$ cat src/rtl/ibert_param_stream_seq.sv
// rtl/ibert_param_stream_seq.sv - sequences per-channel parameter phases into one tagged output stream
module ibert_param_stream_seq #(
    parameter int D_W    = 32,
    parameter int NCH    = 5,
    parameter int LEN_W  = 24,
    parameter int ITER_W = 8,
    parameter int CH_W   = (NCH > 1) ? $clog2(NCH) : 1
) (
    input  logic                 clk,
    input  logic                 rst,
    input  logic                 start,
    input  logic                 abort,
    input  logic [ITER_W-1:0]    iters,
    input  logic [NCH*LEN_W-1:0] lens,
    input  logic [NCH-1:0]       in_valid,
    input  logic [NCH*D_W-1:0]   in_data,
    output logic [NCH-1:0]       in_ready,
    output logic                 out_valid,
    output logic [D_W-1:0]       out_data,
    output logic                 out_last,
    output logic [CH_W-1:0]      out_ch,
    input  logic                 out_ready,
    output logic                 busy,
    output logic                 done,
    output logic [ITER_W-1:0]    cur_iter
);

    typedef enum logic [2:0] {S_IDLE, S_SELECT, S_STREAM, S_DRAIN, S_FIN} state_t;

    state_t               state, state_next;
    logic [NCH*LEN_W-1:0] lens_q;
    logic [ITER_W-1:0]    iters_q, iter_next, iter_inc;
    logic [CH_W-1:0]      ch, ch_next, ch_adv;
    logic [LEN_W-1:0]     cnt, cnt_next, cur_len;
    logic                 ch_wrap, round_done, latch, push, pop;
    logic [D_W-1:0]       push_data;

    logic [D_W-1:0]       fifo_data [2];
    logic [CH_W-1:0]      fifo_ch   [2];
    logic                 fifo_last [2];
    logic                 wr_ptr, rd_ptr;
    logic [1:0]           count;

    assign cur_len    = lens_q[ch*LEN_W +: LEN_W];
    assign ch_wrap    = (ch == CH_W'(NCH - 1));
    assign iter_inc   = cur_iter + 1'b1;
    assign ch_adv     = ch_wrap ? '0 : ch + 1'b1;
    assign round_done = ch_wrap && (iter_inc == iters_q);

    // Ready depends only on local state and occupancy, never on out_ready.
    assign in_ready  = (state == S_STREAM && count < 2'd2) ? (NCH'(1) << ch) : '0;
    assign push      = in_valid[ch] && in_ready[ch];
    assign push_data = in_data[ch*D_W +: D_W];
    assign pop       = out_valid && out_ready;

    assign out_valid = (count != 2'd0);
    assign out_data  = fifo_data[rd_ptr];
    assign out_ch    = fifo_ch[rd_ptr];
    assign out_last  = fifo_last[rd_ptr];
    assign busy      = (state != S_IDLE);
    assign done      = (state == S_FIN) && !abort;

    always_comb begin
        state_next = state;
        ch_next    = ch;
        cnt_next   = cnt;
        iter_next  = cur_iter;
        latch      = 1'b0;
        case (state)
            S_IDLE: begin
                if (start) begin
                    latch      = 1'b1;
                    ch_next    = '0;
                    iter_next  = '0;
                    state_next = (iters == '0) ? S_FIN : S_SELECT;
                end
            end
            S_SELECT: begin
                if (cur_len == '0) begin
                    ch_next    = ch_adv;
                    iter_next  = ch_wrap ? iter_inc : cur_iter;
                    state_next = round_done ? S_DRAIN : S_SELECT;
                end else begin
                    cnt_next   = cur_len;
                    state_next = S_STREAM;
                end
            end
            S_STREAM: begin
                if (push) begin
                    cnt_next = cnt - 1'b1;
                    if (cnt == LEN_W'(1)) begin
                        ch_next    = ch_adv;
                        iter_next  = ch_wrap ? iter_inc : cur_iter;
                        state_next = round_done ? S_DRAIN : S_SELECT;
                    end
                end
            end
            S_DRAIN: begin
                // Leave as the last buffered beat is taken so done follows it by one cycle.
                if (count == 2'd0 || (count == 2'd1 && pop))
                    state_next = S_FIN;
            end
            S_FIN:   state_next = S_IDLE;
            default: state_next = S_IDLE;
        endcase
        if (abort) begin
            state_next = S_IDLE;
            ch_next    = '0;
            cnt_next   = '0;
            iter_next  = '0;
            latch      = 1'b0;
        end
    end

    always_ff @(posedge clk or negedge rst) begin
        if (!rst) begin
            state    <= S_IDLE;
            lens_q   <= '0;
            iters_q  <= '0;
            ch       <= '0;
            cnt      <= '0;
            cur_iter <= '0;
        end else begin
            state    <= state_next;
            ch       <= ch_next;
            cnt      <= cnt_next;
            cur_iter <= iter_next;
            if (latch) begin
                lens_q  <= lens;
                iters_q <= iters;
            end
        end
    end

    always_ff @(posedge clk or negedge rst) begin
        if (!rst) begin
            wr_ptr <= 1'b0;
            rd_ptr <= 1'b0;
            count  <= 2'd0;
            for (int i = 0; i < 2; i++) begin
                fifo_data[i] <= '0;
                fifo_ch[i]   <= '0;
                fifo_last[i] <= 1'b0;
            end
        end else if (abort) begin
            wr_ptr <= 1'b0;
            rd_ptr <= 1'b0;
            count  <= 2'd0;
        end else begin
            if (push) begin
                fifo_data[wr_ptr] <= push_data;
                fifo_ch[wr_ptr]   <= ch;
                fifo_last[wr_ptr] <= (cnt == LEN_W'(1));
                wr_ptr            <= ~wr_ptr;
            end
            if (pop)
                rd_ptr <= ~rd_ptr;
            case ({push, pop})
                2'b10:   count <= count + 2'd1;
                2'b01:   count <= count - 2'd1;
                default: count <= count;
            endcase
        end
    end

endmodule

$ cat config.mk
export PLATFORM = sky130hd
export DESIGN_NAME = ibert_param_stream_seq
export DESIGN_NICKNAME = d
export VERILOG_FILES = /design/src/rtl/ibert_param_stream_seq.sv
export SDC_FILE = /design/constraint.sdc
export NUM_CORES = 1
export LEC_CHECK = 0
export ABC_AREA = 1
export BUFFER_PORTS_ARGS = -buffer_cell sky130_fd_sc_hd__buf_2
export CAP_MARGIN = 30
export CORE_ASPECT_RATIO = 1.25
export CORE_UTILIZATION = 38
export DETAILED_ROUTE_END_ITERATION = 8
export MAX_ROUTING_LAYER = met4
export SYNTH_ARGS = -nofsm -noshare
export SYNTH_HDL_FRONTEND = slang
export SYNTH_SLANG_ARGS = --single-unit
$ cat constraint.sdc
create_clock -name clk -period 2.8 [get_ports clk]
set_input_delay 0.28 -clock clk [delete_from_list [all_inputs] [get_ports clk]]
set_output_delay 0.28 -clock clk [all_outputs]
set_load 0.02 [all_outputs]
# Yosys cells after proc, flatten, opt, wreduce, memory -nomap -nowiden
# Index checks and enable logic that the tools add are counted.
[totals] regBits=242 latch_bits=0 ramBits=0 romBits=0 inputBits=298 output_inout_bits=52 word_cells=133 memories=0
[classes] addsub=5 n_mul=1 div_mod_pow=0 n_lt_le_gt_ge=5 n_eq_ne=16 n_shift=3 muxes=59 bitwise_logic=5 n_reduce_logical=24
[op_table] op="160-bit by 9-bit indexed part select with 32-bit output" count=1
[op_table] op="32-bit two-way mux" count=4
[op_table] op="120-bit by 9-bit indexed part select with 24-bit output" count=1
[op_table] op="24-bit two-way mux" count=3
[op_table] op="64-bit bitwise mux" count=1
[op_table] op="3-bit two-way mux" count=16
[op_table] op="8-bit two-way mux" count=6
[op_table] op="24-bit one-hot mux with 2 select lines" count=1
[op_table] op="32-bit demux with 1-bit select" count=1
[op_table] op="24-bit by 1-bit == test with 1-bit output (second input constant)" count=1
[op_table] op="24-bit zero test" count=1
[op_table] op="8-bit one-hot mux with 3 select lines" count=1
[op_table] op="24-bit by 1-bit subtractor with 24-bit output (second input constant)" count=1
[op_table] op="3-bit != test (second input constant)" count=5
[op_table] op="1-bit two-way mux" count=13
[op_table] op="3-bit one-hot mux with 4 select lines" count=1
[op_table] op="3-bit one-hot mux with 3 select lines" count=1
[op_table] op="3-bit nonzero test" count=3
[op_table] op="8-bit by 1-bit adder with 8-bit output (second input constant)" count=1
[op_table] op="8-bit == test" count=1
[op_table] op="8-bit zero test" count=1
[op_table] op="1-bit logical AND" count=7
[op_table] op="1-bit binary-select mux with 3-bit select" count=2
[op_table] op="6-bit bitwise mux" count=1
[op_table] op="other kinds (33)" count=44

# Longest topological paths before layout
[logic_depth] ltp_word=9 depth_mapped=17 depth_no_buf=15

# Worst setup path after synthesis
# No wires, ideal clock.
[synth_path] path_type="register to register" startpoint="reg ch[1]" endpoint="reg cur_iter[0]" setup_time_ps=118 t_arrival_ps=2558 t_required_ps=2682 slack_ps=124 path_stages_with_launch=17 n_path_buf=5 period_less_slack_ps=2676 path_cell_list="dfrtp_1 buf_4 inv_2 buf_4 buf_4 buf_2 buf_1 ha_1 o211ai_1 nand3_1 nand2_1 nand2_2 nand2_1 nor2_4 nand3_2 nand2_1 nand2_1"
[synth_between] elab_chain_len=7 elab_cells_between_ends=20 cone_classes="1 x mul; 3 x eq/ne; 2 x shift; 11 x mux; 3 x reduce/logical"
[synth_lines] element="start: declaration" line_no="33" source="logic [CH_W-1:0] ch, ch_next, ch_adv;"
[synth_lines] element="start signal: assignment" line_no="125" source="ch <= ch_next;"
[synth_lines] element="branches (longest 7 deep; another with 3-bit by 2-bit multiplier with 5-bit output)"
[synth_lines] element="end signal: assignment" line_no="127" source="cur_iter <= iter_next;"
[synth_lines] element="end: declaration" line_no="25" source="output logic [ITER_W-1:0] cur_iter"
# Parallel ways; which one is timed is not known. The select of a mux whose other input is x is not followed.
# A chain may end at the register's enable or synchronous reset.

# Worst setup path after layout
[layout_path] startpoint="reg ch[2]" endpoint="out in_ready[0]"
[layout_between] elab_chain_len=2
[layout_lines] element="1-bit by 3-bit << shifter with 5-bit output" line_no="51" source="assign in_ready = (state == S_STREAM && count < 2'd2) ? (NCH'(1) << ch) : '0;"
[layout_lines] element="5-bit two-way mux" line_no="51"
[layout_lines] element="end: declaration" line_no="17" source="output logic [NCH-1:0] in_ready,"
# No other way between the ends.

==> results.md <==
- Num CTS Buffers: 26
- Synth cell types: 35
- DR pass1 iterations: 5
- # rows: 76
- Pwr Density: 939.6 mW/mm²
- WHS Path Cells: 3
- Yosys warnings: 0
- Fin area: 0.01785 mm²
- GP Congestion: 0.9184
- Hpwl dp: 33,670 µm
- Hold_ws: 16.52 ps
- Top delay family on crit path: buffers and inverters
- Slowest Stage Delay on Critical Path: 450 ps
- PnR worst setup slack: 116.6 ps
- FF+latch area: 0.006060 mm²
- CP Cell Sequence: inv_2 > buf_6 > buf_8 > nand2_1 > nor2_1 > buf_2
- Worst Hold Class: in2reg
- IO buf count: 349
- Ys async rst share: 1.000
- Setup TNS after final layout: 0 ps
- RSZ-0062 raised after global routing: false
- Outcome: finished, final reports clean
- Synth Flop Type: dfrtp_1
- Most frequent cells in the layout: 530 x nand2_1, 348 x buf_2, 241 x dfrtp_1
- Avg WL per Cell: 18.32 µm
- H-tree levels: 1
- Via count: 13,410
- Core area: 0.03452 mm²
- # clock sinks: 242
- Clock Path Buffers: 3
- Maxcap violations: 0
- Slew headroom: 0.4173
- Worst VDD drop: 0.0005968 V
- Synthesized area per cell: 8.057 µm²
- Critical path class: reg2out
- Most area-consuming cells after synthesis: dfrtp_1 45%, nand2_1 15%, mux2_2 9.6%, o21ai_0 5.0%, nand3_1 4.8%
- Tot Pwr: 16.77 mW
- Critical path launch point type: register
- Post-synth top area share: 0.4550
- Gr usage total: 0.2718
- Gr ovfl total: 0
- Layout Utilization: 0.5171
- Tmin final: 2683 ps
- Reg2Reg Depth: 12
- CP Capture Type: output pin
- Post-Synthesis Cells: 1,652
- Die X: 169.4 µm
- Nets: 2,405
- Hold Vio Cnt, Final: 0
- Synthesized cell area: 0.01331 mm²
- Syn Nets: 1,960
- First-pass GRT wire length: 72,860 µm
- Root buf cell: clkbuf_16
- Crit-path slowest cell: dfrtp_1
- Footprint of the multi-input gates: 0.006405 mm²
- Final Max Tran Viols: 0
- Initial antenna violation count: 3
- Met1 Resource Use GR: 0.3076
- Remaining antenna violation count: 0
- Worst-Skew Late Latency: 560 ps
- TritonCTS clock tree: yes
- Post-synth top area cell: dfrtp_1
- WHS Endpoint: lens_q[108]
- Clock-pin slew on the worst setup and hold paths: 60 ps
- Vias in the first global route: 13,290
- Die area: 0.03578 mm²
- Leading cell type in the layout, fill and taps excluded: nand2_1
- CP bufs+invs: 4
- DP Cell Count: 2,408
- Setup-failing EPs final: 0
- P&R area growth vs syn: 34.10%
- Number of vias per cell: 5.178
- Final Skew: 23.56 ps
- Initial core utilization: 0.3856
- Critical Path AT: 2400 ps
- Hold path start: lens[108]
- Io pins: 350
- DR DRC count: 0
- R2r endpoint: cur_iter[5]
- Register area share after synthesis: 0.4550
- Leakage power: 9.091 nW
- Required time of the critical path: 2520 ps
- Final Non-Filler Cells: 2,590
- DP Worst Slack: 68.11 ps
- Iter 0 DRT Violations: 881
- Least-Margin Pin Slew: 874.0 ps
- Layout cell share with drive strength beyond 1: 0.2661
- Post-synth EDFFs: 0
- Largest net degree at the start of global routing: 97
- Reg2reg start: ch[0]
- Gr busiest metal: met2
- GR Util met3: 0.03523
- Tcrit/Tclk final: 0.9583
- Max frequency: 0.3727 GHz
- Seq cells post-synth: 242
- Die Y: 211.2 µm
- CP max FO: 35
- Placed cell areas: 0.01567 mm²
- R2R setup slack: 240 ps
- Post-Route WL: 47,440 µm
- Met2 GRT Util: 0.4703
- Filler instances: 3,294
[sequential cells by signal, indices dropped and copies added, names as in the netlist, 2 cells and up]
name,count
count,2
state,3
fifo_ch,6
ch,3
cnt,24
cur_iter,8
iters_q,8
fifo_last,2
lens_q,120
fifo_data,64
[cell families after synthesis]
kind of cell / count (synthesis) / share of synthesized area
XOR/XNOR: 24 / 0.01579
flip-flops: 242 / 0.4550
AND/OR/NAND/NOR: 809 / 0.2543
buffers and inverters: 219 / 0.06590
adder cells (fa/ha/maj): 10 / 0.009400
multiplexers: 114 / 0.09645
AO/OA/AOI/OAI: 234 / 0.1032
[tightest hold or removal path, stage by stage]
cell and delay, ps:
buf_2 80, nor2_1 60, a21oi_1 110
[routing by layer]
| layer | wire, µm | share of wire |
|---|---|---|
| met3 | 2928 | 0.062 |
| met1 | 18560 | 0.39 |
| met2 | 23530 | 0.50 |
| met5 | 0 | 0 |
| met4 | 2426 | 0.051 |
[worst max-delay path by stage]
stage	end	startpoint	cells after the start	slack (ps)
floorplan	cur_iter[0]	ch[1]	16	120
global placement	cnt[18]	ch[0]	15	150
detailed placement	cnt[1]	ch[0]	15	70
CTS	in_ready[0]	ch[0]	6	7
global route	cur_iter[0]	ch[0]	12	30
finish	in_ready[0]	ch[2]	6	120
[Yosys cell counts, types with 8 or more instances]
cell,instances
nand2_1,531
dfrtp_1,242
o21ai_0,133
nand3_1,128
mux2_2,114
inv_1,112
nor2_1,86
clkbuf_1,63
a21oi_1,48
nand4_1,38
a32o_1,33
buf_2,17
xnor2_1,12
xor2_1,12
buf_1,11
ha_1,10
inv_2,8
[report_power, final]
group | internal (mW) | switching (mW)
Combinational | 3.02 | 4.39
Sequential | 4.87 | 1.02
Clock | 2.01 | 1.46
Total | 9.90 | 6.88
[repair_timing]
action,4_1_cts,5_1_grt
hold buffers,127,0
setup buffers,0,2
resized for setup,2,4
setup endpoints to repair,1,37
hold endpoints to repair,195,0
pin swaps,0,1
[cell type report]
cell class / instances / area share
Antenna cell: 6 / 0.0008412
Clock buffer: 42 / 0.04374
Clock inverter: 5 / 0.004556
Inverter: 122 / 0.02580
Multi-Input combinational cell: 1191 / 0.3588
Sequential cell: 242 / 0.3395
Tap cell: 468 / 0.03281
Timing Repair Buffer: 514 / 0.1940
(Power assumes the default switching activity.)
